--- src/rtl/mc_control.sv ---
// Multi-cycle MIPS controller: sequences FETCH/DECODE/EXE/MEM/WB/HALT for
// addu, subu, ori, lui, lw, sw, beq, jal, jr and nop. It adds a data-memory
// ready handshake with a bounded wait, illegal-instruction flagging and a
// retired-instruction counter.
module mc_control #(
  parameter int ALUOP_W      = 4,
  parameter int CNT_W        = 32,
  parameter int MEM_WAIT_MAX = 15
) (
  input  logic               clk,
  input  logic               reset,
  input  logic [5:0]         OpCode,
  input  logic [5:0]         Func,
  input  logic               dmem_ready,
  output logic               IRWrite,
  output logic               PCWrite,
  output logic [1:0]         NPCOp,
  output logic               RegWrite,
  output logic [1:0]         EXTOp,
  output logic [ALUOP_W-1:0] ALUOp,
  output logic [1:0]         AluBSel,
  output logic               MemRead,
  output logic               MemWrite,
  output logic [1:0]         RegA3Sel,
  output logic [1:0]         RegDataSel,
  output logic [2:0]         state,
  output logic               illegal,
  output logic               bus_error,
  output logic [CNT_W-1:0]   retired
);

  typedef enum logic [2:0] {
    S_FETCH  = 3'd0,
    S_DECODE = 3'd1,
    S_EXE    = 3'd2,
    S_MEM    = 3'd3,
    S_WB     = 3'd4,
    S_HALT   = 3'd5
  } state_t;

  // Opcode / function field encodings of the supported subset.
  localparam logic [5:0] OP_RTYPE = 6'b000000;
  localparam logic [5:0] OP_ORI   = 6'b001101;
  localparam logic [5:0] OP_LUI   = 6'b001111;
  localparam logic [5:0] OP_LW    = 6'b100011;
  localparam logic [5:0] OP_SW    = 6'b101011;
  localparam logic [5:0] OP_BEQ   = 6'b000100;
  localparam logic [5:0] OP_JAL   = 6'b000011;
  localparam logic [5:0] FN_ADDU  = 6'b100001;
  localparam logic [5:0] FN_SUBU  = 6'b100011;
  localparam logic [5:0] FN_JR    = 6'b001000;
  localparam logic [5:0] FN_NOP   = 6'b000000;

  localparam logic [ALUOP_W-1:0] ALU_ADD = ALUOP_W'(0);
  localparam logic [ALUOP_W-1:0] ALU_SUB = ALUOP_W'(1);
  localparam logic [ALUOP_W-1:0] ALU_OR  = ALUOP_W'(2);

  // Wait-counter value seen in the MEM cycle that would reach the limit.
  localparam logic [7:0] WAIT_LAST = 8'(MEM_WAIT_MAX - 1);

  state_t             state_q, state_d;
  logic [7:0]         wait_q, wait_d;
  logic               bus_error_q, bus_error_d;
  logic [CNT_W-1:0]   retired_q, retired_d;

  // Raw strobes before the reset override.
  logic ir_raw, pcw_raw, rw_raw, mr_raw, mw_raw, ill_raw;

  // Instruction decode flags.
  logic is_rtype, is_addu, is_subu, is_jr, is_nop;
  logic is_ori, is_lui, is_lw, is_sw, is_beq, is_jal;
  logic is_legal;

  // Classify the IR fields into one-hot instruction flags.
  always_comb begin
    is_rtype = (OpCode == OP_RTYPE);
    is_addu  = is_rtype && (Func == FN_ADDU);
    is_subu  = is_rtype && (Func == FN_SUBU);
    is_jr    = is_rtype && (Func == FN_JR);
    is_nop   = is_rtype && (Func == FN_NOP);
    is_ori   = (OpCode == OP_ORI);
    is_lui   = (OpCode == OP_LUI);
    is_lw    = (OpCode == OP_LW);
    is_sw    = (OpCode == OP_SW);
    is_beq   = (OpCode == OP_BEQ);
    is_jal   = (OpCode == OP_JAL);
    is_legal = is_addu | is_subu | is_jr | is_nop |
               is_ori | is_lui | is_lw | is_sw | is_beq | is_jal;
  end

  // Datapath selects depend only on the instruction, so they stay constant
  // for the whole EXE/MEM/WB span while the IR holds the instruction.
  always_comb begin
    EXTOp      = 2'b00;
    ALUOp      = ALU_ADD;
    AluBSel    = 2'b00;
    RegA3Sel   = 2'b00;
    RegDataSel = 2'b00;
    NPCOp      = 2'b00;
    if (is_subu) begin
      ALUOp = ALU_SUB;
    end
    if (is_beq) begin
      ALUOp = ALU_SUB;
      NPCOp = 2'b01;
    end
    if (is_ori) begin
      ALUOp    = ALU_OR;
      EXTOp    = 2'b00;
      AluBSel  = 2'b01;
      RegA3Sel = 2'b01;
    end
    if (is_lui) begin
      EXTOp      = 2'b10;
      RegA3Sel   = 2'b01;
      RegDataSel = 2'b10;
    end
    if (is_lw || is_sw) begin
      ALUOp   = ALU_ADD;
      EXTOp   = 2'b01;
      AluBSel = 2'b01;
    end
    if (is_lw) begin
      RegA3Sel   = 2'b01;
      RegDataSel = 2'b01;
    end
    if (is_jal) begin
      RegA3Sel   = 2'b10;
      RegDataSel = 2'b11;
      NPCOp      = 2'b10;
    end
    if (is_jr) begin
      NPCOp = 2'b11;
    end
  end

  // Next-state, per-state strobes and the MEM wait/timeout bookkeeping.
  always_comb begin
    state_d     = state_q;
    wait_d      = wait_q;
    bus_error_d = bus_error_q;
    ir_raw      = 1'b0;
    pcw_raw     = 1'b0;
    rw_raw      = 1'b0;
    mr_raw      = 1'b0;
    mw_raw      = 1'b0;
    ill_raw     = 1'b0;
    case (state_q)
      S_FETCH: begin
        ir_raw  = 1'b1;
        state_d = S_DECODE;
      end
      S_DECODE: begin
        if (is_nop || !is_legal) begin
          pcw_raw = 1'b1;
          ill_raw = !is_legal;
          state_d = S_FETCH;
        end else if (is_jal) begin
          state_d = S_WB;
        end else begin
          state_d = S_EXE;
        end
      end
      S_EXE: begin
        wait_d = 8'd0;
        if (is_beq || is_jr) begin
          pcw_raw = 1'b1;
          state_d = S_FETCH;
        end else if (is_lw || is_sw) begin
          state_d = S_MEM;
        end else begin
          state_d = S_WB;
        end
      end
      S_MEM: begin
        mr_raw = is_lw;
        mw_raw = is_sw;
        if (dmem_ready) begin
          // Ready wins even in the cycle the wait limit would be reached.
          wait_d = 8'd0;
          if (is_sw) begin
            pcw_raw = 1'b1;
            state_d = S_FETCH;
          end else begin
            state_d = S_WB;
          end
        end else if (wait_q == WAIT_LAST) begin
          wait_d      = 8'd0;
          bus_error_d = 1'b1;
          state_d     = S_HALT;
        end else begin
          wait_d = wait_q + 8'd1;
        end
      end
      S_WB: begin
        rw_raw  = 1'b1;
        pcw_raw = 1'b1;
        state_d = S_FETCH;
      end
      S_HALT: begin
        state_d = S_HALT;
      end
      default: begin
        state_d = S_FETCH;
      end
    endcase
  end

  // Strobes are forced low while reset is asserted.
  always_comb begin
    IRWrite  = ir_raw  & ~reset;
    PCWrite  = pcw_raw & ~reset;
    RegWrite = rw_raw  & ~reset;
    MemRead  = mr_raw  & ~reset;
    MemWrite = mw_raw  & ~reset;
    illegal  = ill_raw & ~reset;
  end

  // Retired count advances once per instruction, in its PCWrite cycle.
  always_comb begin
    retired_d = PCWrite ? (retired_q + CNT_W'(1)) : retired_q;
  end

  // State, wait counter, sticky bus error and retired counter registers.
  always_ff @(posedge clk) begin
    if (reset) begin
      state_q     <= S_FETCH;
      wait_q      <= 8'd0;
      bus_error_q <= 1'b0;
      retired_q   <= '0;
    end else begin
      state_q     <= state_d;
      wait_q      <= wait_d;
      bus_error_q <= bus_error_d;
      retired_q   <= retired_d;
    end
  end

  assign state     = state_q;
  assign bus_error = bus_error_q;
  assign retired   = retired_q;

endmodule

--- config.mk ---
export PLATFORM = sky130hd
export DESIGN_NAME = mc_control
export DESIGN_NICKNAME = d
export VERILOG_FILES = /design/src/rtl/mc_control.sv
export SDC_FILE = /design/constraint.sdc
export NUM_CORES = 1
export LEC_CHECK = 0
export CORE_MARGIN = 4
export CORE_UTILIZATION = 52
export DETAILED_ROUTE_END_ITERATION = 6
export GPL_TIMING_DRIVEN = 0
export PLACE_DENSITY = 0.95
export SLEW_MARGIN = 20
export SYNTH_ARGS = -nofsm -noshare
export SYNTH_HDL_FRONTEND = slang
export SYNTH_SLANG_ARGS = --single-unit
--- constraint.sdc ---
create_clock -name clk -period 3.76 [get_ports clk]
set_input_delay 0.376 -clock clk [delete_from_list [all_inputs] [get_ports clk]]
set_output_delay 0.376 -clock clk [all_outputs]
set_load 0.05 [all_outputs]
==> Word level (Yosys, flattened, before mapping) <==
Index checks and enable logic that the tools add are counted.
Widths: inputs -> output; s select.
{ "totals": {"register_bits": 44, "latchBits": 0, "ram_bits": 0, "romBits": 0, "inputBits": 15, "output_inout_bits": 56, "mem_count": 0} }
{ "classes": {"add_sub_neg": 2, "n_mul": 0, "n_div": 0, "magnitude_cmp": 0, "eq_ne": 16, "shift": 0, "muxes": 38, "bitwise_logic": 17, "n_reduce_logical": 13} }
{ "ops": {"columns": ["op", "count"], "rows": [
  ["$add 32x1->32 const B", 1],
  ["$eq 6x6->1 const B", 4],
  ["$mux 3", 7],
  ["$mux 2", 10],
  ["$eq 6x4->1 const B", 3],
  ["$mux 8", 2],
  ["$pmux 8 s2", 1],
  ["$pmux 3 s5", 1],
  ["$mux 1", 13],
  ["$logic_not 6->1", 2],
  ["$mux 4", 3],
  ["$or 1x1->1", 9],
  ["$add 8x1->8 const B", 1],
  ["$eq 8x4->1 const B", 1],
  ["$and 1x1->1", 6],
  ["$eq 3x2->1 const B", 2],
  ["$eq 3x3->1 const B", 2],
  ["$eq 6x2->1 const B", 1],
  ["$eq 6x3->1 const B", 1],
  ["$logic_and 1x1->1", 4],
  ["$pmux 1 s4", 1],
  ["$eq 3x1->1 const B", 1],
  ["$logic_not 3->1", 1],
  ["$logic_or 1x1->1", 3],
  ["5 further kinds", 6]
]} }

==> Longest topological paths before layout <==
{ "depth": {"word_depth": 16, "depth_mapped": 9, "ltp_nobuf": 8} }

==> Least setup slack after synthesis <==
No wires, ideal clock.
{ "synth_timing": {"path_type": "input port to output port", "start": "in OpCode[2]", "end": "out RegDataSel[1]", "t_arrival_ns": 2.710, "t_required_ns": 3.384, "setup_slack_ns": 0.674, "stages": 4, "n_path_buf": 1, "cell_sequence": "clkbuf_1 > nand2_1 > nor4_1 > or2_2"} }
{ "synth_between": {"elab_chain_cells": 4, "elab_cells_between_ends": 6, "classes_between": "3 x eq/ne; 3 x mux"} }
{ "synth_lines": {"columns": ["item", "line_no", "source"], "rows": [
  ["start: declaration", "12", "input logic [5:0] OpCode,"],
  ["$eq 6x4->1", "82", "is_lui = (OpCode == OP_LUI);"],
  ["$mux 2", "113", "if (is_lui) begin"],
  ["$mux 2", "123", "if (is_lw) begin"],
  ["$mux 2 *", "127", "if (is_jal) begin"],
  ["end: declaration", "25", "output logic [1:0] RegDataSel,"]
]} }
Every way passes the cells marked *; elsewhere a longest branch is shown, timed or not.

==> Worst setup path in the final report <==
{ "layout_timing": {"start": "in OpCode[1]", "end": "out PCWrite"} }
{ "layout_between": {"elab_chain_cells": 16, "elab_cells_between_ends": 29, "classes_between": "6 x eq/ne; 5 x mux; 10 x bitwise; 8 x reduce/logical"} }
{ "layout_lines": {"columns": ["item", "line_no", "source"], "rows": [
  ["$logic_not 6->1", "76", "is_rtype = (OpCode == OP_RTYPE);"],
  ["$logic_and 1x1->1 (on tied branches)", "77, 78", null],
  ["$or 1x1->1 (4 in a row)", "87", "is_legal = is_addu | is_subu | is_jr | is_nop |"],
  ["$or 1x1->1 (5 in a row)", "88", "is_ori | is_lui | is_lw | is_sw | is_beq | is_jal;"],
  ["$logic_not 1->1", "154", "if (is_nop || !is_legal) begin"],
  ["$logic_or 1x1->1", "154", null],
  ["$mux 1", "154", null],
  ["$pmux 1 s4 *", "148", "case (state_q)"],
  ["$and 1x1->1 *", "212", "PCWrite = pcw_raw & ~reset;"],
  ["end: declaration", "16", "output logic PCWrite,"]
]} }
Marked as above.

==> results.sh <==
export IMPL_critPathMaxFanout=9
export IMPL_synth_top_area_share_pct=35.1
export IMPL_hold_path_end="bus_error"
export IMPL_io_pins=71
export IMPL_slew_headroom_pct=64.3
export IMPL_endpoint_kind="output pin"
export IMPL_postSynth_asyncResetShare_pct=0
export IMPL_drt_initial_drc_count=225
export IMPL_htreeDepth=2
export IMPL_synthesis_area_sq_um=2510
export IMPL_ys_warn_count=0
export IMPL_ys_seq_area_share_pct=35.1
export IMPL_avgViaCountPerCell=5.91
export IMPL_die_width_um=77.5
export IMPL_start_util_pct=53.5
export IMPL_combPwrFrac_pct=14.9
export IMPL_slowest_delay_ps=820
export IMPL_seq_power_share_pct=53.3
export IMPL_fin_crit_ps=3550
export IMPL_cts_reportedPaths_clkPinSlew_ps=80
export IMPL_drive_above_1_share_pct=7.46
export IMPL_pwr_share_clk_pct=31.8
export IMPL_num_vias=2617
export IMPL_hold_viol=0
export IMPL_synth_cell_types=53
export IMPL_clkLatencyLatePin_ps=300
export IMPL_power_switching_mw=0.247
export IMPL_start_kind="input pin"
export IMPL_avgSynthCellArea_sq_um=7.94
export IMPL_leakage_nw=1.19
export IMPL_grt_max_degree=14
export IMPL_grt_pass1_wl_um=10800
export IMPL_rsz0062_at_grt="no"
export IMPL_die_area_sq_um=6000
export IMPL_fin_area_sq_um=3310
export IMPL_reg2reg_slack_ps=1430
export IMPL_synth_seq_cells=44
export IMPL_io_buffers=64
export IMPL_cts_buffer_depth=2
export IMPL_yosys_area_top_type="dfxtp_1"
export IMPL_cpLargestDelayFamily="buffers and inverters"
export IMPL_worstHoldPathCells=2
export IMPL_regArea_sq_um=881
export IMPL_wl_met3_um=476
export IMPL_reg2reg_depth=8
export IMPL_core_area_sq_um=4690
export IMPL_nNetsFinal=407
export IMPL_final_common_cell="clkdlybuf4s50_1"
export IMPL_final_cell_mix="64 x clkdlybuf4s50_1, 44 x dfxtp_1, 37 x nor2_1"
export IMPL_die_h_um=77.5
export IMPL_diodes=0
export IMPL_setup_violations=0
export IMPL_min_path_type="register to register"
export IMPL_netSwitchingFraction_pct=27.8
export IMPL_top_layer="met4"
export IMPL_synth_edff_count=0
export IMPL_internal_power_mw=0.642
export IMPL_gp_congestion=0.779
export IMPL_cts_buffers=5
export IMPL_dr_wl_met2_um=3120
export IMPL_fillers=376
export IMPL_met1_length_um=2730
export IMPL_ctsResizeCount=0
export IMPL_critPathKind="input pin to output pin"
export IMPL_fin_ws_ps=210
export IMPL_cts_sinks=44
export IMPL_finalSetupTns_ps=0
export IMPL_synth_flop_cell="dfxtp_1"
export IMPL_r2r_end="retired[26]"
export IMPL_crit_arrival_ps=3170
export IMPL_first_pass_iters=4
export IMPL_area_delta_synth_final_pct=31.8
export IMPL_irDropWorstVdd_mv=0.128
export IMPL_post_place_ws_ps=217
export IMPL_post_drt_wl_per_cell_um=14.4
export IMPL_grt_ovfl_total=0
export IMPL_tightest_slew_ps=533
export IMPL_ant_nets=0
export IMPL_cts_root_buf="clkbuf_8"
export IMPL_min_period_over_period_pct=94.4
export IMPL_rows=25
export IMPL_r2r_start="retired[10]"
export IMPL_crit_required_ps=3380
export IMPL_cts_tree="built"
export IMPL_multi_input_area_sq_um=1510
export IMPL_synthTopCellsByArea="dfxtp_1 35%, nor2_1 5.5%, xor2_1 5.2%"
export IMPL_status="complete, no violations"
export IMPL_fin_skew_ps=5.37
export IMPL_path_buf_inv=2
export IMPL_drc=0
export IMPL_routed_wirelength_um=6390
export IMPL_first_global_vias=2482
export IMPL_place_hpwl_um=4840
export IMPL_timing_fmax_mhz=282
export IMPL_drv_slew=0
export IMPL_cap_viol_max_count=0
export IMPL_cp_cell_sequence="clkdlybuf4s50_1 -> or4_4 -> nand4bb_1 -> o211a_2 -> o21ai_4 -> nand2_2 -> nor2_1 -> clkdlybuf4s50_1"
export IMPL_p_per_area_nw_per_um2=269
export IMPL_worst_path_most_repeated_cell="clkdlybuf4s50_1"
export IMPL_cts_setup_buffers=0
export IMPL_hp_start="bus_error"
export IMPL_crit_slowest_cell="clkdlybuf4s50_1"
export IMPL_holdBufCountCts=0
export IMPL_place_area_sq_um=3230
export IMPL_antenna_found_initial=0
export IMPL_syn_inst=316
export IMPL_track_usage_pct=21.6
[kinds of logic (layout without fill, tap and decap cells)]
| kind of cell | Yosys count | after routing | share of synthesized area, % |
|---|---|---|---|
| and+or+nand+nor | 160 | 160 | 35.5 |
| adders and majority gates | 3 | 3 | 1.50 |
| xor gates and xnor gates | 18 | 18 | 6.28 |
| muxes | 1 | 1 | 0.449 |
| buffers and inverters | 28 | 99 | 4.98 |
| AOI/OAI and AO/OA | 61 | 61 | 16.0 |
| DFF | 44 | 44 | 35.1 |
| other | 1 | 3 | 0.149 |
[per-stage QoR]
stage	hold slack, ps	utilization, %	std cells	power (mW)
final	483	70.5	443	0.889
after floorplan	470	-	318	0.572
after detailed placement	457	68.7	436	0.616
after global placement	462	68.7	436	0.614
after CTS	487	70.5	443	0.893
after global routing	536	70.5	443	0.920
[layout make-up]
cell class	instances	area share, %
multi-input cells	246	45.7
flip-flops and latches	44	26.6
repair buffers	64	19.4
plain buffers	17	2.50
clock buffers	5	2.08
well taps	54	2.04
inverters	11	1.29
clock inverters	2	0.378
[tightest hold or removal path, delay by kind of cell (launching register included)]
family / cells / cell delay [ps]
flops: 1 / 340
compound gates: 1 / 40
simple gates: 1 / 70
[power groups by stage]
stage                     registers (mW)  clock network [mW]  logic (mW)
final                              0.473               0.283       0.133
after global routing               0.474               0.304       0.141
after CTS                          0.473               0.287       0.132
after detailed placement           0.484                   0       0.132
after global placement             0.484                   0       0.130
after floorplan                    0.497                   0      0.0749
[worst max-delay path by stage]
stage | start | endpoint | slack, ps | cells after the start
CTS | OpCode[1] | PCWrite | 210 | 8
detailed placement | OpCode[1] | PCWrite | 220 | 8
floorplan | OpCode[2] | RegDataSel[1] | 670 | 4
global route | OpCode[4] | PCWrite | 80 | 8
finish | OpCode[1] | PCWrite | 210 | 8
global placement | OpCode[1] | PCWrite | 250 | 8
[Yosys cell counts, types with 4 or more instances]
cell / n
and3_1: 8
inv_1: 10
o21ai_0: 20
or3_1: 17
nand4_1: 15
dfxtp_1: 44
clkbuf_1: 9
nand3_1: 14
xor2_1: 15
nand2_1: 18
a21oi_1: 24
and4_1: 7
nand2b_1: 7
buf_4: 4
nor2_1: 37
nor4_1: 6
nor3_1: 7
[sequential cells by signal, summed over array words and instances (netlist names)]
name / count
state: 3
retired: 32
bus_error: 1
wait_q: 8
[metal layers]
layer,vias up,global-route usage [%]
met2,99,37.5
met1,1232,25.8
met5,-,0
met3,7,5.92
met4,0,6.76
li1,1279,-
Power figures use the tool's default switching activity.
